`src/rtl/wb_ram_arb2.sv`:
```
// Two-master Wishbone B3 round-robin arbiter in front of a single RAM slave.
// The grant is held for a whole cyc tenure, and a watchdog errors out accesses that stall.
module wb_ram_arb2 #(
  parameter int dw      = 32,
  parameter int aw      = 32,
  parameter int timeout = 1024
) (
  input  logic          wb_clk_i,
  input  logic          wb_rst_ni,

  input  logic [aw-1:0] m0_adr_i,
  input  logic [dw-1:0] m0_dat_i,
  input  logic [3:0]    m0_sel_i,
  input  logic          m0_we_i,
  input  logic          m0_cyc_i,
  input  logic          m0_stb_i,
  input  logic [2:0]    m0_cti_i,
  input  logic [1:0]    m0_bte_i,
  output logic [dw-1:0] m0_dat_o,
  output logic          m0_ack_o,
  output logic          m0_err_o,
  output logic          m0_rty_o,

  input  logic [aw-1:0] m1_adr_i,
  input  logic [dw-1:0] m1_dat_i,
  input  logic [3:0]    m1_sel_i,
  input  logic          m1_we_i,
  input  logic          m1_cyc_i,
  input  logic          m1_stb_i,
  input  logic [2:0]    m1_cti_i,
  input  logic [1:0]    m1_bte_i,
  output logic [dw-1:0] m1_dat_o,
  output logic          m1_ack_o,
  output logic          m1_err_o,
  output logic          m1_rty_o,

  output logic [aw-1:0] s_adr_o,
  output logic [dw-1:0] s_dat_o,
  output logic [3:0]    s_sel_o,
  output logic          s_we_o,
  output logic [2:0]    s_cti_o,
  output logic [1:0]    s_bte_o,
  output logic          s_cyc_o,
  output logic          s_stb_o,
  input  logic [dw-1:0] s_dat_i,
  input  logic          s_ack_i,
  input  logic          s_err_i,
  input  logic          s_rty_i
);

  typedef enum logic [2:0] {IDLE, GNT0, GNT1, ERR, DRAIN} state_t;

  localparam int WDW = (timeout > 0) ? $clog2(timeout + 1) : 1;
  localparam logic [WDW-1:0] WD_LAST = (timeout > 0) ? WDW'(timeout - 1) : '0;

  state_t         r_state;
  state_t         w_nextState;
  logic           r_lastGnt;
  logic           w_nextLastGnt;
  logic [WDW-1:0] r_wdCnt;

  logic w_gnt;
  logic w_cyc;
  logic w_stb;
  logic w_resp;
  logic w_wdInc;
  logic w_wdFire;

  // last_gnt is updated at grant time, so it also names the owner during GNT/ERR/DRAIN.
  assign w_gnt    = (r_state == GNT0) || (r_state == GNT1);
  assign w_cyc    = r_lastGnt ? m1_cyc_i : m0_cyc_i;
  assign w_stb    = r_lastGnt ? m1_stb_i : m0_stb_i;
  assign w_resp   = s_ack_i | s_err_i | s_rty_i;
  assign w_wdInc  = (timeout > 0) && w_gnt && w_cyc && w_stb && !w_resp;
  assign w_wdFire = w_wdInc && (r_wdCnt == WD_LAST);

  always_ff @(posedge wb_clk_i or negedge wb_rst_ni) begin
    if (!wb_rst_ni) begin
      r_state   <= IDLE;
      r_lastGnt <= 1'b1;
      r_wdCnt   <= '0;
    end else begin
      r_state   <= w_nextState;
      r_lastGnt <= w_nextLastGnt;
      r_wdCnt   <= (w_wdInc && !w_wdFire) ? r_wdCnt + 1'b1 : '0;
    end
  end

  always_comb begin
    w_nextState   = r_state;
    w_nextLastGnt = r_lastGnt;
    case (r_state)
      IDLE: begin
        if (m0_cyc_i && (!m1_cyc_i || r_lastGnt)) begin
          w_nextState   = GNT0;
          w_nextLastGnt = 1'b0;
        end else if (m1_cyc_i) begin
          w_nextState   = GNT1;
          w_nextLastGnt = 1'b1;
        end
      end
      GNT0, GNT1: begin
        if (!w_cyc)
          w_nextState = IDLE;
        else if (w_wdFire)
          w_nextState = ERR;
      end
      ERR:     w_nextState = w_cyc ? DRAIN : IDLE;
      DRAIN:   if (!w_cyc) w_nextState = IDLE;
      default: w_nextState = IDLE;
    endcase
  end

  assign s_adr_o = r_lastGnt ? m1_adr_i : m0_adr_i;
  assign s_dat_o = r_lastGnt ? m1_dat_i : m0_dat_i;
  assign s_sel_o = r_lastGnt ? m1_sel_i : m0_sel_i;
  assign s_we_o  = r_lastGnt ? m1_we_i  : m0_we_i;
  assign s_cti_o = r_lastGnt ? m1_cti_i : m0_cti_i;
  assign s_bte_o = r_lastGnt ? m1_bte_i : m0_bte_i;
  assign s_cyc_o = w_gnt & w_cyc;
  assign s_stb_o = w_gnt & w_stb;

  assign m0_dat_o = s_dat_i;
  assign m1_dat_o = s_dat_i;
  assign m0_ack_o = (r_state == GNT0) & s_ack_i;
  assign m1_ack_o = (r_state == GNT1) & s_ack_i;
  assign m0_rty_o = (r_state == GNT0) & s_rty_i;
  assign m1_rty_o = (r_state == GNT1) & s_rty_i;
  assign m0_err_o = ((r_state == GNT0) & s_err_i) | ((r_state == ERR) & !r_lastGnt);
  assign m1_err_o = ((r_state == GNT1) & s_err_i) | ((r_state == ERR) &  r_lastGnt);

endmodule

```
`config.mk`:
```
export PLATFORM = sky130hd
export DESIGN_NAME = wb_ram_arb2
export DESIGN_NICKNAME = d
export VERILOG_FILES = /design/src/rtl/wb_ram_arb2.sv
export SDC_FILE = /design/constraint.sdc
export NUM_CORES = 1
export LEC_CHECK = 0
export CORE_AREA = 8 8 125 127
export CTS_CLUSTER_SIZE = 28
export DETAILED_ROUTE_END_ITERATION = 8
export DIE_AREA = 0 0 133 135
export SYNTH_ARGS = -nofsm -noshare
export SYNTH_HDL_FRONTEND = slang
export SYNTH_SLANG_ARGS = --single-unit
```
`constraint.sdc`:
```
create_clock -name wb_clk_i -period 2 [get_ports wb_clk_i]
set_input_delay 0.2 -clock wb_clk_i [delete_from_list [all_inputs] [get_ports wb_clk_i]]
set_output_delay 0.2 -clock wb_clk_i [all_outputs]
set_load 0.01 [all_outputs]
```
# ---- Yosys cells after proc, flatten, opt, wreduce, memory -nomap -nowiden
# Cells that the tools add are included.
dict set report word_totals {
  regBits 15
  in_bits 189
  wordCells 61
}
dict set report op_classes {
  add_sub_neg 1
  n_eq_ne 8
  mux 18
  bitwise_logic 14
  n_reduce_logical 17
}
# operator n
set op_table {}
lappend op_table {{$mux 32} 2}
lappend op_table {{$mux 3} 7}
lappend op_table {{$pmux 3 s4} 1}
lappend op_table {{$add 11x1->11 const B} 1}
lappend op_table {{$eq 11x10->1 const B} 1}
lappend op_table {{$mux 11} 1}
lappend op_table {{$and 1x1->1} 10}
lappend op_table {{$eq 3x2->1 const B} 2}
lappend op_table {{$logic_and 1x1->1} 6}
lappend op_table {{$ne 3x3->1 const B} 2}
lappend op_table {{$mux 1} 5}
lappend op_table {{$logic_not 1->1} 4}
lappend op_table {{$mux 4} 1}
lappend op_table {{$or 1x1->1} 4}
lappend op_table {{$eq 3x1->1 const B} 1}
lappend op_table {{$eq 3x3->1 const B} 1}
lappend op_table {{$logic_not 3->1} 1}
lappend op_table {{$reduce_and 3->1} 1}
lappend op_table {{$logic_or 1x1->1} 2}
lappend op_table {{$mux 2} 1}
lappend op_table {{$ne 2x2->1 const B} 1}
lappend op_table {{$reduce_and 2->1} 1}
lappend op_table {{$reduce_bool 2->1} 1}
lappend op_table {{$reduce_or 2->1} 1}

# ---- Logic depth before layout (Yosys ltp)
# Gate-level depths: netlist of the first run.
dict set report depth {
  word_depth 9
  ltp_mapped 5
  ltp_nobuf 5
}

# ---- Least setup slack after synthesis of the first run
# OpenSTA, ideal clock, no wires.
dict set report synth_timing {
  kind {reg2reg}
  startpoint {reg r_state[2]}
  endpoint {reg r_state[0]}
  setup_ns 0.094
  t_arrival_ns 1.931
  required_ns 1.906
  setup_slack_ns -0.025
  stages_incl_launch_ff 6
  n_path_buf 1
  period_less_slack_ns 2.025
  cell_sequence {dfrtp_1 > buf_6 > or4_4 > or4_4 > o31a_1 > a211oi_1}
}
dict set report synth_via {
  elab_chain_cells 8
  elab_cells_between_ends 16
  cone_classes {7 x eq/ne; 1 x mux; 8 x reduce/logical}
}
# item line
set synth_rtl {}
lappend synth_rtl {{start, declared} 56} ;# state_t r_state;
lappend synth_rtl {{start signal, assigned} 83} ;# r_state <= w_nextState;
lappend synth_rtl {{$eq 3x1->1 or $eq 3x2->1 (tied branches)} {70, 92}}
lappend synth_rtl {{$logic_or 1x1->1} 70} ;# assign w_gnt = (r_state == GNT0) || (r_state == GNT1);
lappend synth_rtl {{$logic_and 1x1->1 (3 in series)} 74} ;# assign w_wdInc = (timeout > 0) && w_gnt && w_cyc && w_stb && !w_resp;
lappend synth_rtl {{$logic_and 1x1->1} 75} ;# assign w_wdFire = w_wdInc && (r_wdCnt == WD_LAST);
lappend synth_rtl {{$ne 3x3->1 (no line)} n/a}
lappend synth_rtl {{$reduce_and 3->1 (no line)} n/a}
# Several ways; a longest one is shown, not always the timed one.
# A chain may end at the register's enable or synchronous reset.

# ---- Worst setup path in the final report of the first run
dict set report layout_timing {
  startpoint {reg r_lastGnt}
  endpoint {out s_adr_o[19]}
}
dict set report layout_via {
  elab_chain_cells 1
}
# item line
set layout_rtl {}
lappend layout_rtl {{start, declared} 58} ;# logic r_lastGnt;
lappend layout_rtl {{start signal, assigned} 84} ;# r_lastGnt <= w_nextLastGnt;
lappend layout_rtl {{$mux 32} 114} ;# assign s_adr_o = r_lastGnt ? m1_adr_i : m0_adr_i;
lappend layout_rtl {{end, declared} 37} ;# output logic [aw-1:0] s_adr_o,
# No other way between the ends.

==> metrics.csv, run 1 <==
metric;value;unit
core area;13600;um^2
Detailed Route WL;12900;um
DR vias;2455;
CTS Root Cell;clkbuf_16;
CTS tree;built;
RSZ-0062 raised after global routing;yes;
Rows;43;
Worst-Margin Slew;694;ps
CP Max Fanout;14;
Hold Crit Class;in2async;
Synth Warn #;0;
die area;18000;um^2
Final Wtd Congestion;0.914;
status;finished clean;
Area Growth Syn to Fin;106;%
Hold WS;373;ps
clock sink total;15;
max_cap viols;0;
Clock Skews;7.01;ps
crit path launch;r_lastGnt$_DFFE_PN1P_;
syn_area_per_cell;9.23;um^2
final hold violations;0;
pin count of the biggest net entering global routing;16;
Hold-fix buffers, CTS;0;
grt total ovfl;0;
Total GRT Usage;0.134;
chip height;135;um
Worst Path Arrival;1780;ps
Worst slew margin;0.536;
first-pass GRT wire length;18500;um
Crit. End Element;primary output;
fin nets;623;
DR DRC count;0;
Initial DRT Pass Iterations;4;
initial antenna violation count;3;
Final Util;0.334;
Yosys reg bits;15;
Reg2Reg Depth;5;
post-synth cell types;33;
slack of the worst reg-to-reg path;60;ps
wire length per cell;21.1;um
clk_lat worst skew;250;ps
Post-synth EDFFs;0;
number of global-route vias before repair;2725;
Initial Utilization;0.162;
f_max;505;MHz
sequential fraction of the synthesis area;0.171;
CTS buffer count;3;
Detailed Route Iter0 Violations;63;
Final setup viols;0;
commonest cells after routing, fill and taps aside;153 x clkdlybuf4s50_1, 65 x mux2_2, 27 x buf_2, 27 x clkbuf_2, 18 x buf_4;
number of H-tree levels;1;
post-synthesis async set-or-reset flop share;1.00;
# port buffers;238;
critical path endpoint;s_adr_o[19];
number of diodes;0;
Reg-to-Reg Start;r_lastGnt$_DFFE_PN1P_;
Tmin final;1980;ps
top_reg_cell synth;dfrtp_1;
most common cell after layout, fill and taps aside;clkdlybuf4s50_1;
post-place setup slack;-233;ps
post-route ant nets;0;
DR vias/cell;4.01;
Max clock buf depth;2;
Data required, critical path;1800;ps
clk slew on worst S/H paths;50;ps
Ports;335;
Static Leak;1.90;nW
Fill cells;1441;
Final Cycle Share;0.990;
final max-slew violation count;0;
share of cells above drive strength 1;0.419;
startpoint class of the critical path;flop;
Reg2Reg Capture Point;r_state[0]$_DFFE_PN0P_;
Syn Nets;429;
worst vdd ir;411;uV
PwrDens;972;nW/um^2
Syn Std Cell Area;2210;um^2
cell count after synthesis;239;
HPWL after DPL;11000;um
DIE WIDTH;133;um
Setup Crit Path Kind;reg2out;
Final WS setup;20.5;ps
cell type report:
class	count	area [um^2]	share of cell area
Clock buffer	3	75.1	0.0165
Clock inverter	1	5.00	0.00110
Inverter	4	15.0	0.00331
Multi-Input combinational cell	144	1360	0.299
Sequential cell	15	382	0.0840
Tap cell	180	225	0.0496
Timing Repair Buffer	265	2480	0.546
synthesized netlist by cell type (2+ instances only):
| cell type | instances | area [um^2] |
|---|---|---|
| a211oi_1 | 2 | 15.0 |
| a21oi_1 | 5 | 25.0 |
| and3_1 | 2 | 12.5 |
| buf_4 | 64 | 480 |
| clkbuf_1 | 11 | 41.3 |
| dfrtp_1 | 14 | 350 |
| inv_1 | 3 | 11.3 |
| mux2_2 | 74 | 833 |
| mux2i_1 | 5 | 50.1 |
| nand2_1 | 5 | 18.8 |
| nand3_1 | 4 | 20.0 |
| nand4_1 | 2 | 12.5 |
| nor2_1 | 13 | 48.8 |
| nor3_1 | 5 | 25.0 |
| nor3b_1 | 2 | 15.0 |
| nor4_1 | 2 | 12.5 |
| nor4b_1 | 2 | 17.5 |
| or4_4 | 2 | 22.5 |
| xnor2_1 | 5 | 43.8 |
| xor2_1 | 4 | 35.0 |
worst max-delay path, cell delays in order, from the launching register on:
cell	delay, ps
dfstp_4	650
buf_6	120
buf_16	140
mux2_2	330
dlygate4sd2_1	290
worst min-delay path by stage:
stage,to
floorplan,r_state[0]$_DFFE_PN0P_
global placement,m0_dat_o[29]
detailed placement,m0_dat_o[29]
CTS,r_wdCnt[1]$_DFF_PN0_
global route,m0_dat_o[31]
finish,r_wdCnt[1]$_DFF_PN0_
through the flow:
step           TNS, ps  instances  total power [mW]  cell area [um^2]
4_1_cts           -736        610              4.51              4620
2_1_floorplan        0        239              2.02              2210
3_5_place_dp      -584        593              3.69              4400
5_1_grt          -66.0        612              4.68              4540
6_report             0        612              4.41              4540
3_3_place_gp      -456        593              3.69              4400
flip-flops by register name, indices dropped and copies added, names as in the netlist:
signal and flops:
r_state 3, r_lastGnt 1, r_wdCnt 11
metal layers:
metal | global-route usage | vias up | routed length (um) | part of all wire
met5 | 0 | - | 33 | 0.0026
met4 | 0.00694 | 6 | 30 | 0.0023
met3 | 0.0643 | 10 | 1400 | 0.11
met2 | 0.228 | 166 | 6520 | 0.50
met1 | 0.157 | 1112 | 4950 | 0.38
li1 | - | 1161 | - | -
where the power goes:
| group | total, mW | switching [mW] | internal [mW] | leakage, nW |
|---|---|---|---|---|
| sequential | 0.420 | 0.0633 | 0.357 | 0.202 |
| clock | 0.390 | 0.123 | 0.267 | 0.0409 |
| combinational | 3.61 | 1.50 | 2.10 | 1.66 |
| total | 4.41 | 1.69 | 2.73 | 1.90 |
cell families (layout without fill, tap and decap cells):
family                   count (synthesis)  count (layout)  share of synthesized area
multiplexers                            79              79                      0.400
flip-flops                              15              15                      0.171
adder cells (fa/ha/maj)                  1               1                    0.00567
AND/OR/NAND/NOR                         42              42                      0.103
AO/OA/AOI/OAI                           13              13                     0.0368
buffers and inverters                   80             273                      0.248
XOR/XNOR                                 9               9                     0.0357
timing repair:
item / in CTS / in global routing
pin swaps: 5 / 2
gates resized for setup: 243 / 61
gates cloned: 5 / 0
buffers inserted: 8 / 4
setup endpoints to repair: 83 / 73
Power figures use the tool's default switching activity.
==> run 2, diff against run 1 <==
--- a/config.mk
+++ b/config.mk
@@ -6,6 +6,7 @@
 export NUM_CORES = 1
 export LEC_CHECK = 0
 export CORE_AREA = 8 8 125 127
+export CTS_CLUSTER_DIAMETER = 60
 export CTS_CLUSTER_SIZE = 28
 export DETAILED_ROUTE_END_ITERATION = 8
 export DIE_AREA = 0 0 133 135
==> constraint.sdc (replaced) <==
create_clock -name wb_clk_i -period 2 [get_ports wb_clk_i]
set_input_delay 0.2 -clock wb_clk_i [delete_from_list [all_inputs] [get_ports wb_clk_i]]
set_output_delay 0.2 -clock wb_clk_i [all_outputs]
set_load 0.05 [all_outputs]
==> run 2 against run 1 <==
Combinational power increased by 34%. Sequential share of layout area increased by 0.24 points. Critical path type unchanged. Total power increased by 27%. Highest routed layer is now met4. Largest power group unchanged. Worst setup slack about the same.
==> metrics.csv, run 2 (same netlist as run 1, synthesis figures left out) <==
metric;value;unit;change
status;finished clean;;
post-route cell area;4400;um^2;-3.1%
core area;13600;um^2;unchanged
CTS Root Cell;clkbuf_16;;
Detailed Route WL;11700;um;-9.7%
clock sink total;15;;unchanged
clk slew on worst S/H paths;50;ps;about the same
share of cells above drive strength 1;0.435;;+0.0164
PwrDens;1280;nW/um^2;+31%
Crit. End Element;primary output;;
final max-slew violation count;0;;unchanged
CTS tree;built;;
first-pass GRT wire length;16700;um;-9.5%
Final Util;0.323;;-0.0102
Fill cells;1402;;-2.7%
Largest regs;r_wdCnt: 11 flops, r_state: 3 flops, r_lastGnt: 1 flops;;
DR vias;2375;;-3.3%
Area Growth Syn to Fin;99.5;%;
startpoint class of the critical path;flop;;
Worst Path Arrival;1780;ps;about the same
wire length per cell;19.5;um;-7.6%
Post-CTS Repair Setup Buffers;0;;-8
final hold violations;0;;unchanged
Final Cycle Share;0.990;;about the same
DR DRC count;0;;unchanged
Tmin final;1980;ps;+0.0150 ps
fin nets;609;;-2.2%
Max clock buf depth;2;;unchanged
CP Max Fanout;38;;+24
initial antenna violation count;0;;-3
chip height;135;um;unchanged
DR vias/cell;3.97;;-0.99%
TNS Setup;0;ps;unchanged
Ports;335;;unchanged
Initial Utilization;0.162;;unchanged
number of global-route vias before repair;2714;;-0.40%
commonest cells after routing, fill and taps aside;156 x clkdlybuf4s50_1, 86 x buf_4, 74 x mux2_2;;
DIE WIDTH;133;um;unchanged
CTS buffer count;3;;unchanged
RSZ-0062 raised after global routing;yes;;
Worst slew margin;0.529;;-0.00689
Hold Crit Class;in2async;;
Setup Crit Path Kind;reg2out;;
most common cell after layout, fill and taps aside;clkdlybuf4s50_1;;
Total GRT Usage;0.118;;-0.0159
# port buffers;238;;unchanged
Hold WS;384;ps;+10.9 ps
placed instance area;4310;um^2;-2.0%
Rows;43;;unchanged
die area;18000;um^2;unchanged
pin count of the biggest net entering global routing;45;;+29
f_max;505;MHz;about the same
Biggest register;r_wdCnt;;
Clock Skews;1.56;ps;-5.45 ps
grt total ovfl;0;;unchanged
Final Wtd Congestion;0.777;;-15%
Data required, critical path;1800;ps;about the same
Static Leak;1.78;nW;-6.4%
Final setup viols;0;;unchanged
Detailed Route Iter0 Violations;54;;-14%
Worst-Margin Slew;704;ps;+10.3 ps
number of H-tree levels;1;;unchanged
HPWL after DPL;10400;um;-5.0%
max reg flops;11;;unchanged
post-route ant nets;0;;unchanged
Initial DRT Pass Iterations;4;;unchanged
number of diodes;0;;unchanged
worst vdd ir;713;uV;+74%
max_cap viols;0;;unchanged
clk_lat worst skew;240;ps;about the same
run 2: cell types whose count changed in the layout (fill, tap and decap cells not counted), sizes merged:
cell and change:
clkbuf -26, clkinv -1, clkdlybuf4s50 +3, dlygate4sd2 -10, clkdlybuf4s15 -12, buf +32
run 2: metrics by stage:
stage	total power, mW	worst slack [ps]	instances
2_1_floorplan	3.89	-198	239
3_3_place_gp	5.22	-163	594
3_5_place_dp	5.25	-222	594
4_1_cts	5.68	18.4	598
5_1_grt	5.82	-15.9	598
6_report	5.63	20.5	598
run 2: power by group:
group / internal (mW) / switching, mW
clock: 0.269 / 0.116
sequential: 0.355 / 0.0421
combinational: 1.89 / 2.95
total: 2.52 / 3.11
run 2: final timing paths:
check	endpoint	cells past startpoint	slack, ps	from
worst max-delay path	s_dat_o[12]	3	20	r_lastGnt$_DFFE_PN1P_
worst min-delay path	r_wdCnt[7]$_DFF_PN0_	1	380	wb_rst_ni
worst max register to register	r_state[1]$_DFFE_PN0P_	4	40	r_lastGnt$_DFFE_PN1P_
worst min register to register	r_wdCnt[0]$_DFF_PN0_	1	490	r_wdCnt[0]$_DFF_PN0_
max in group asynchronous	r_wdCnt[4]$_DFF_PN0_	1	1170	wb_rst_ni
min in group wb_clk_i	m0_dat_o[6]	0	400	s_dat_i[6]
run 2: layout make-up:
cell class | instances | area, um^2 | area share
Clock buffer | 4 | 78.8 | 0.0179
Inverter | 4 | 15.0 | 0.00341
Multi-Input combinational cell | 144 | 1320 | 0.300
Sequential cell | 15 | 380 | 0.0864
Tap cell | 180 | 225 | 0.0512
Timing Repair Buffer | 251 | 2380 | 0.541
run 2: layer usage:
layer,global-route usage,share of wire,vias to the layer above
met5,0,0,-
met4,0.0145,0.0034,0
met3,0.0472,0.089,9
met2,0.225,0.54,150
met1,0.122,0.36,1086
li1,-,-,1130
run 2: timing repair:
item                       CTS  global route
hold buffers                 0             0
setup endpoints to repair   31            19
cloned                       0             0
gates resized for setup      2             1
run 2: worst max-delay path, stage by stage (launching register included):
cell	delay, ps
dfstp_4	660
buf_8	260
mux2_2	390
buf_4	200
==> run 3, diff against run 2 <==
--- a/config.mk
+++ b/config.mk
@@ -10,6 +10,7 @@
 export CTS_CLUSTER_SIZE = 28
 export DETAILED_ROUTE_END_ITERATION = 8
 export DIE_AREA = 0 0 133 135
+export REMOVE_ABC_BUFFERS = 1
 export SYNTH_ARGS = -nofsm -noshare
 export SYNTH_HDL_FRONTEND = slang
 export SYNTH_SLANG_ARGS = --single-unit
==> run 3 against run 2 <==
Flip-flop and latch count is the same. Non-clock buffer count grew 1. Combinational power grew 7.2%. Clock skew grew 3.7 ps. Cell count grew 0.17%. Sequential power grew 4%. Design area grew 5.4%. The run now ends with setup timing left. Sequential share of layout area shrank 0.44 points. Critical path type unchanged.
==> metrics.csv, run 3 (same netlist as run 1, synthesis figures left out) <==
metric;value;unit;change
Fill cells;1375;;-1.9%
startpoint class of the critical path;flop;;
clock sink total;15;;unchanged
Biggest register;r_wdCnt;;
CTS Root Cell;clkbuf_16;;
Largest regs;r_wdCnt: 11 flops, r_state: 3 flops, r_lastGnt: 1 flops;;
CTS tree;built;;
Post-CTS Repair Setup Buffers;0;;unchanged
wire length per cell;22.5;um;+15%
commonest cells after routing, fill and taps aside;155 x clkdlybuf4s50_1, 74 x mux2_2, 51 x buf_6;;
fin nets;610;;+0.16%
Setup Crit Path Kind;reg2out;;
final max-slew violation count;0;;unchanged
Hold-fix buffers, CTS;0;;unchanged
Worst-Margin Slew;735;ps;+31.3 ps
DR vias/cell;4.12;;+3.7%
CTS buffer count;3;;unchanged
failing checks;setup timing;;
post-place setup slack;-273;ps;-50.3 ps
post-route ant nets;0;;unchanged
clk_lat worst skew;250;ps;about the same
Hold Crit Class;in2async;;
clk slew on worst S/H paths;50;ps;about the same
pin count of the biggest net entering global routing;42;;-6.7%
worst vdd ir;475;uV;-33%
Initial Utilization;0.162;;unchanged
Tmin final;2000;ps;+25.3 ps
Detailed Route WL;13500;um;+15%
number of diodes;0;;unchanged
Tot Pwr;6.00;mW;+6.7%
DR DRC count;0;;unchanged
Final WS setup;-4.77;ps;-25.3 ps
max_cap viols;0;;unchanged
Switching Share;0.540;;-0.0134
Seq pwr share;0.069;;-0.002
Max clock buf depth;2;;unchanged
first-pass GRT wire length;18300;um;+9.4%
Static Leak;1.86;nW;+4.6%
final hold violations;0;;unchanged
number of H-tree levels;1;;unchanged
Clock Skews;5.22;ps;+3.67 ps
Data required, critical path;1800;ps;about the same
# port buffers;238;;unchanged
Worst Path Arrival;1800;ps;+20 ps
Clock power frac;0.066;;-0.002
number of global-route vias before repair;2735;;+0.77%
most common cell after layout, fill and taps aside;clkdlybuf4s50_1;;
Area Growth Syn to Fin;110;%;
core area;13600;um^2;unchanged
chip height;135;um;unchanged
TNS Setup;-4.77;ps;-4.77 ps
internal power;2.76;mW;+9.9%
CP Max Fanout;41;;+7.9%
status;finished, violations left;;
Rows;43;;unchanged
Final Util;0.341;;+0.0176
Detailed Route Iter0 Violations;86;;+59%
Final setup viols;1;;+1
initial antenna violation count;0;;unchanged
PwrDens;1290;nW/um^2;+1.2%
Final Cycle Share;1.00;;+0.0126
DIE WIDTH;133;um;unchanged
Crit. End Element;primary output;;
HPWL after DPL;11500;um;+10%
Total GRT Usage;0.137;;+0.0182
Hold WS;394;ps;+9.89 ps
DR vias;2467;;+3.9%
Final Wtd Congestion;0.773;;-0.41%
max reg flops;11;;unchanged
combinational share of power;0.865;;+0.004
Worst slew margin;0.508;;-0.0209
grt total ovfl;0;;unchanged
Psw;3.24;mW;+4.1%
die area;18000;um^2;unchanged
f_max;499;MHz;-1.3%
RSZ-0062 raised after global routing;yes;;
Initial DRT Pass Iterations;4;;unchanged
share of cells above drive strength 1;0.451;;+0.0157
Ports;335;;unchanged
==> run 3: final cells by class <==
type | instances | area, um^2 | area share
flip-flops and latches | 15 | 380 | 0.0819
repair buffers | 252 | 2600 | 0.561
multi-input cells | 144 | 1330 | 0.287
well taps | 180 | 225 | 0.0485
clock inverters | 1 | 7.51 | 0.00162
clock buffers | 3 | 75.1 | 0.0162
inverters | 4 | 18.8 | 0.00404
==> run 3: routing by layer <==
| layer | global-route usage | part of all wire | wire (um) | vias to the layer above |
|---|---|---|---|---|
| li1 | - | - | - | 1135 |
| met1 | 0.160 | 0.40 | 5420 | 1142 |
| met2 | 0.201 | 0.45 | 6080 | 184 |
| met3 | 0.0958 | 0.14 | 1880 | 4 |
| met4 | 0.0114 | 0.0024 | 33 | 2 |
| met5 | 0.0466 | 0.0053 | 72 | - |
==> run 3: power by group through the flow <==
stage / Clock, mW / Combinational (mW) / Sequential, mW
finish: 0.397 / 5.19 / 0.413
global route: 0.418 / 5.40 / 0.421
CTS: 0.403 / 4.96 / 0.414
detailed placement: 0 / 4.81 / 0.398
global placement: 0 / 4.79 / 0.397
floorplan: 0 / 2.83 / 0.624
==> run 3: path summary, 6_finish.rpt <==
check,startpoint,endpoint,slack (ps),cells after the start
setup / recovery,r_lastGnt$_DFFE_PN1P_,s_adr_o[17],-5,3
hold / removal,wb_rst_ni,r_state[2]$_DFFE_PN0P_,390,1
setup reg to reg,r_lastGnt$_DFFE_PN1P_,r_state[0]$_DFFE_PN0P_,30,4
hold reg to reg,r_wdCnt[0]$_DFF_PN0_,r_wdCnt[0]$_DFF_PN0_,490,1
max in group asynchronous,wb_rst_ni,r_wdCnt[7]$_DFF_PN0_,1140,1
min in group wb_clk_i,s_dat_i[1],m0_dat_o[1],400,0
==> run 3: stage by stage <==
step | cells | instance area (um^2)
3_5_place_dp | 594 | 4280
6_report | 599 | 4640
2_1_floorplan | 163 | 1670
4_1_cts | 599 | 4420
5_1_grt | 599 | 4640
3_3_place_gp | 594 | 4280
==> run 3: repair_timing <==
item                       4_1_cts  5_1_grt
setup endpoints to repair       78       65
pin swaps                        1        4
gates resized for setup          8       57
cloned                           1        0
==> run 3: worst max-delay path: stages, from the launching register on <==
cell and delay (ps):
dfstp_4 700, buf_16 240, mux2_2 390, buf_4 200
